<file path="src/rtl/muldiv_pkg.sv">
// Shared constants and types for the execute-stage iterative multiply/divide unit.
package muldiv_pkg;

  localparam int DATA_W   = 32;
  localparam int ITER_CNT = 32;
  localparam int CNT_W    = 5;

  localparam logic [1:0] OP_MULTU = 2'b00;
  localparam logic [1:0] OP_MULT  = 2'b01;
  localparam logic [1:0] OP_DIVU  = 2'b10;
  localparam logic [1:0] OP_DIV   = 2'b11;

  typedef enum logic [1:0] {
    ST_IDLE = 2'd0,
    ST_CALC = 2'd1,
    ST_FIX  = 2'd2,
    ST_DONE = 2'd3
  } state_e;

endpackage

</file>
<file path="src/rtl/ex_muldiv.sv">
// Iterative 32-bit MULT/MULTU/DIV/DIVU unit: magnitude datapath, one bit per cycle,
// sign fix-up in a final cycle, 64-bit result presented on outHi/outLo.
module ex_muldiv
  import muldiv_pkg::*;
(
  input  logic              clk,
  input  logic              rst_n,
  input  logic              start,
  input  logic [1:0]        op,
  input  logic [DATA_W-1:0] inRD1,
  input  logic [DATA_W-1:0] inRD2,
  output logic              busy,
  output logic              done,
  output logic [DATA_W-1:0] outHi,
  output logic [DATA_W-1:0] outLo
);

  function automatic logic [31:0] mag32(input logic [31:0] v, input logic sgn);
    return (sgn && v[31]) ? (~v + 32'd1) : v;
  endfunction

  function automatic logic [31:0] cneg32(input logic [31:0] v, input logic neg);
    return neg ? (~v + 32'd1) : v;
  endfunction

  function automatic logic [63:0] cneg64(input logic [63:0] v, input logic neg);
    return neg ? (~v + 64'd1) : v;
  endfunction

  state_e           state_r;
  state_e           state_s;
  logic [CNT_W-1:0] cnt_r;
  logic [63:0]      acc_r;
  logic [31:0]      opb_r;
  logic [1:0]       op_r;
  logic             res_neg_r;
  logic             rem_neg_r;
  logic             div0_r;
  logic [31:0]      dividend_r;
  logic [31:0]      hi_r;
  logic [31:0]      lo_r;
  logic             busy_r;
  logic             done_r;

  logic             accept_s;
  logic             signed_s;
  logic             is_div_s;
  logic [31:0]      mag_a_s;
  logic [31:0]      mag_b_s;
  logic [32:0]      mul_sum_s;
  logic [32:0]      div_shift_s;
  logic [32:0]      div_diff_s;
  logic [63:0]      acc_step_s;
  logic [63:0]      prod_fix_s;
  logic [31:0]      fix_hi_s;
  logic [31:0]      fix_lo_s;

  // Next-state logic; start only counts in IDLE or DONE.
  always_comb begin
    state_s  = state_r;
    accept_s = 1'b0;
    case (state_r)
      ST_IDLE, ST_DONE: begin
        if (start) begin
          state_s  = ST_CALC;
          accept_s = 1'b1;
        end else begin
          state_s  = ST_IDLE;
        end
      end
      ST_CALC: begin
        if (cnt_r == {CNT_W{1'b0}}) begin
          state_s = ST_FIX;
        end else begin
          state_s = ST_CALC;
        end
      end
      ST_FIX:  state_s = ST_DONE;
      default: state_s = ST_IDLE;
    endcase
  end

  // Operand conditioning at acceptance plus one shift-add / restoring-divide step.
  always_comb begin
    signed_s    = (op == OP_MULT) || (op == OP_DIV);
    is_div_s    = op[1];
    mag_a_s     = mag32(inRD1, signed_s);
    mag_b_s     = mag32(inRD2, signed_s);
    mul_sum_s   = {1'b0, acc_r[63:32]} + (acc_r[0] ? {1'b0, opb_r} : 33'd0);
    div_shift_s = {acc_r[63:32], acc_r[31]};
    div_diff_s  = div_shift_s - {1'b0, opb_r};
    if (op_r[1]) begin
      if (!div_diff_s[32]) begin
        acc_step_s = {div_diff_s[31:0], acc_r[30:0], 1'b1};
      end else begin
        acc_step_s = {div_shift_s[31:0], acc_r[30:0], 1'b0};
      end
    end else begin
      acc_step_s = {mul_sum_s, acc_r[31:1]};
    end
  end

  // Sign restoration; a zero divisor overrides everything with the fixed pattern.
  always_comb begin
    prod_fix_s = cneg64(acc_r, res_neg_r);
    if (op_r[1]) begin
      if (div0_r) begin
        fix_hi_s = dividend_r;
        fix_lo_s = 32'hFFFF_FFFF;
      end else begin
        fix_hi_s = cneg32(acc_r[63:32], rem_neg_r);
        fix_lo_s = cneg32(acc_r[31:0], res_neg_r);
      end
    end else begin
      fix_hi_s = prod_fix_s[63:32];
      fix_lo_s = prod_fix_s[31:0];
    end
  end

  // State, datapath and output registers.
  always_ff @(posedge clk or negedge rst_n) begin
    if (!rst_n) begin
      state_r    <= ST_IDLE;
      cnt_r      <= {CNT_W{1'b0}};
      acc_r      <= 64'd0;
      opb_r      <= 32'd0;
      op_r       <= 2'b00;
      res_neg_r  <= 1'b0;
      rem_neg_r  <= 1'b0;
      div0_r     <= 1'b0;
      dividend_r <= 32'd0;
      hi_r       <= 32'd0;
      lo_r       <= 32'd0;
      busy_r     <= 1'b0;
      done_r     <= 1'b0;
    end else begin
      state_r <= state_s;
      busy_r  <= (state_s == ST_CALC) || (state_s == ST_FIX);
      done_r  <= (state_s == ST_DONE);
      case (state_r)
        ST_IDLE, ST_DONE: begin
          if (accept_s) begin
            op_r       <= op;
            acc_r      <= {32'd0, (is_div_s ? mag_a_s : mag_b_s)};
            opb_r      <= is_div_s ? mag_b_s : mag_a_s;
            res_neg_r  <= signed_s & (inRD1[31] ^ inRD2[31]);
            rem_neg_r  <= signed_s & is_div_s & inRD1[31];
            div0_r     <= is_div_s & (inRD2 == 32'd0);
            dividend_r <= inRD1;
            cnt_r      <= CNT_W'(ITER_CNT - 1);
          end else begin
            cnt_r      <= cnt_r;
          end
        end
        ST_CALC: begin
          acc_r <= acc_step_s;
          if (cnt_r != {CNT_W{1'b0}}) begin
            cnt_r <= cnt_r - {{(CNT_W-1){1'b0}}, 1'b1};
          end else begin
            cnt_r <= cnt_r;
          end
        end
        ST_FIX: begin
          hi_r <= fix_hi_s;
          lo_r <= fix_lo_s;
        end
        default: begin
          acc_r <= acc_r;
        end
      endcase
    end
  end

  assign busy  = busy_r;
  assign done  = done_r;
  assign outHi = hi_r;
  assign outLo = lo_r;

endmodule

</file>
<file path="config.mk">
export PLATFORM = sky130hd
export DESIGN_NAME = ex_muldiv
export DESIGN_NICKNAME = d
export VERILOG_FILES = /design/src/rtl/muldiv_pkg.sv /design/src/rtl/ex_muldiv.sv
export SDC_FILE = /design/constraint.sdc
export NUM_CORES = 1
export LEC_CHECK = 0
export BUFFER_PORTS_ARGS = -buffer_cell sky130_fd_sc_hd__buf_4
export CORE_ASPECT_RATIO = 0.5
export CORE_UTILIZATION = 25
export CTS_BUF_LIST = sky130_fd_sc_hd__clkbuf_4 sky130_fd_sc_hd__clkbuf_8
export CTS_CLUSTER_SIZE = 25
export DETAILED_ROUTE_END_ITERATION = 7
export PLACE_DENSITY = 0.5
export SLEW_MARGIN = 20
export SYNTH_ARGS = -nofsm -noshare
export SYNTH_HDL_FRONTEND = slang
export SYNTH_SLANG_ARGS = --single-unit
export TNS_END_PERCENT = 50
</file>
<file path="constraint.sdc">
create_clock -name clk -period 3.94 [get_ports clk]
set_input_delay 0.394 -clock clk [delete_from_list [all_inputs] [get_ports clk]]
set_output_delay 0.394 -clock clk [all_outputs]
set_load 0.01 [all_outputs]
</file>
==> results.yml <==
outcome:
  status: "finished, final reports clean"
timing:
  fin_crit_sh_pct: 93.4
  max_slew_margin_pct: 31.0
  rsz0062_at_grt: "no"
  finalClockSkew_ns: 0.0349
  hold_violations: 0
  finalSetupTns_ns: 0
  fin_crit_ns: 3.68
  slew_violations: 0
  finalSetupViolations: 0
  fmax_ghz: 0.272
  tightest_slew_ns: 1.03
global_routing:
  antenna_found_initial: 1
  grt_max_degree: 112
  gr-usage-met1_pct: 24.7
  first_global_vias: 15200
  grt_pass1_wl_um: 95800
  met3_usage_pct: 2.28
  grt-busiest-layer: "met2"
  grt_remaining_overflow: 0
  track_usage_pct: 18.4
  use_met2_pct: 30.4
min_path:
  worstHoldPathType: "in -> reg"
  hold_path_end: "dividend_r[20]$_DFFE_PN0P_"
  whs_path_depth: 2
  min_from: "inRD1[20]"
power_and_ir_drop:
  power.leakage_uw: 0.00837
  p_per_area_nw_per_um2: 779
  peakVddDrop_mv: 0.360
setup_path:
  worst_path_max_delay_cell: "dfrtp_1"
  reg2reg_from: "acc_r[0]$_DFFE_PN0P_"
  cp.arrival_ns: 4.17
  crit_path_max_fanout: 11
  r2r_cells: 15
  r2r-end: "acc_r[62]$_DFFE_PN0P_"
  rrSetupSlack_ns: 0.26
  worstPathRequired_ns: 4.43
  end_kind: "flip-flop"
  critical_path_class: "reg -> reg"
  crit_path_max_incr_delay_ns: 0.40
  path_cells: "inv_1, buf_4, buf_4, nor2_1, ha_1, a21o_1, a311oi_1, o21bai_1, o21bai_1, a31oi_1, a41oi_1, a21oi_1, xor2_1, nor2_1, o31ai_1"
  startpoint_type: "flip-flop"
synthesis:
  synth_area_per_cell_sq_um: 7.99
  synth-seq-cells: 205
  synth_warnings: 0
  synth-async-reset-ratio_pct: 100
  yosysTopAreaCell: "dfrtp_1"
  syn-cell-area_sq_um: 16600
  synth_edf_count: 0
  syn_nets: 2226
  synth_cell_types: 75
  ys.flop_type: "dfrtp_1"
  synth_cells: 2083
  ys_seq_area_share_pct: 30.8
  yosys-top-cells-area: "dfrtp_1 31%, a21oi_1 6.3%, xnor2_1 6.0%"
  yosys.area.top_type_share_pct: 30.8
placement:
  dp_hpwl_um: 48600
  io_buffers: 134
  place_congestion: 0.927
die:
  die-area_sq_um: 67600
  die_y_um: 184
  io_pins: 135
  rows: 66
  core_area_sq_um: 65400
  start_util_pct: 25.4
  fp.dieW_um: 367
cts:
  root_buffer: "clkbuf_8"
  path_clk_slew_ns: 0.06
  cts_tree: "yes"
  clkLatencyLatePin_ns: 0.59
  h-tree-depth: 2
  cts-buffers-inserted: 39
  clock_sinks: 205
  clockBufferDepth: 3
drt:
  wl_per_cell_um: 20.6
  viasPerCell: 5.17
  ant_nets: 0
  dr.pass1.iters: 6
  routed_wl_um: 63800
  dr_total_vias: 16000
  drt_iter0_markers: 1197
  route.detailed.drc: 0
cells_and_area:
  nFillCells: 7129
  seq_area_sq_um: 5130
  final_common_cell: "nor2_1"
  multi_input_area_sq_um: 10700
  post-route-util_pct: 30.1
  syn_to_final_growth_pct: 18.1
  drive_above_1_share_pct: 15.7
  final_cell_mix: "220 x nor2_1, 208 x a21oi_1, 203 x dfrtp_1, 195 x buf_4, 184 x nand2_1"
  antenna_cells: 0
  nets: 2328
job:
  drv_cap: 0
[where the power goes]
part           switching, uW  internal, uW
Sequential              1030          2770
Clock                   1040          1340
Combinational           5460          3670
[cell type report]
cell class	count	share of cell area [%]
repair buffers	199	7.78
flip-flops and latches	205	26.1
inverters	95	1.81
well taps	884	5.63
clock inverters	4	0.172
multi-input cells	1645	54.3
clock buffers	65	4.23
[stage by stage]
step	instance area (sq um)	hold slack, ns	setup WS (ns)	total power [uW]	std cells
floorplan	16600	0.0984	0.520	9850	2083
global placement	18800	0.463	0.267	12800	3027
detailed placement	18800	0.467	0.235	12800	3027
CTS	19700	0.0488	0.256	15300	3097
global route	19700	0.0634	0.0732	16400	3097
finish	19700	0.0778	0.261	15300	3097
[sequential cells by signal (all words and copies together) (netlist names), 2 cells and up]
signal / cells
outHi: 32
state_r: 2
opb_r: 32
dividend_r: 32
cnt_r: 5
acc_r: 64
outLo: 32
[cell families after synthesis]
group | after synthesis | synth area share [%]
compound gates | 655 | 24.0
xor+xnor | 191 | 10.1
fa+ha+maj | 74 | 5.66
buf+inv | 233 | 5.32
flops | 205 | 30.8
mux | 110 | 7.02
simple gates | 615 | 17.1
[per-layer routing]
layer  wire (um)  share of wire [%]
met5           0                  0
met4        2120                3.3
met3        2950                4.6
met2       29600                 46
met1       29100                 46
[worst max-delay path by stage]
stage | start | to | slack (ns) | cells after the start
floorplan | acc_r[31]$_DFFE_PN0P_ | acc_r[63]$_DFFE_PN0P_ | 0.52 | 13
global placement | acc_r[0]$_DFFE_PN0P_ | acc_r[61]$_DFFE_PN0P_ | 0.27 | 14
detailed placement | acc_r[0]$_DFFE_PN0P_ | acc_r[62]$_DFFE_PN0P_ | 0.24 | 15
CTS | acc_r[0]$_DFFE_PN0P_ | acc_r[61]$_DFFE_PN0P_ | 0.26 | 14
global route | acc_r[0]$_DFFE_PN0P_ | acc_r[62]$_DFFE_PN0P_ | 0.07 | 15
finish | acc_r[0]$_DFFE_PN0P_ | acc_r[62]$_DFFE_PN0P_ | 0.26 | 15
[critical path, delay by kind of cell, from the launching register on]
kind,cells,cell delay (ns)
flops,1,0.40
buf+inv,3,0.74
simple gates,2,0.13
xor+xnor,1,0.15
fa+ha+maj,1,0.33
compound gates,8,1.84
[cell usage after synthesis, types with 28 or more instances]
library cell / count
dfrtp_1: 205
nor2_1: 220
a21o_1: 36
mux2i_1: 57
a21oi_1: 209
xnor2_1: 114
a211oi_1: 32
mux2_2: 53
inv_1: 94
o31ai_1: 28
o211ai_1: 36
ha_1: 72
xor2_1: 77
nor3_1: 33
nand3_1: 30
clkbuf_1: 123
nand2_1: 185
o21ai_0: 183
[repair_timing]
item / CTS / global route
gates resized for setup: 0 / 1
setup endpoints to repair: 0 / 2
hold endpoints to repair: 72 / 0
hold buffers: 1 / 0
buffers inserted: 0 / 0
(Power assumes the default switching activity.)
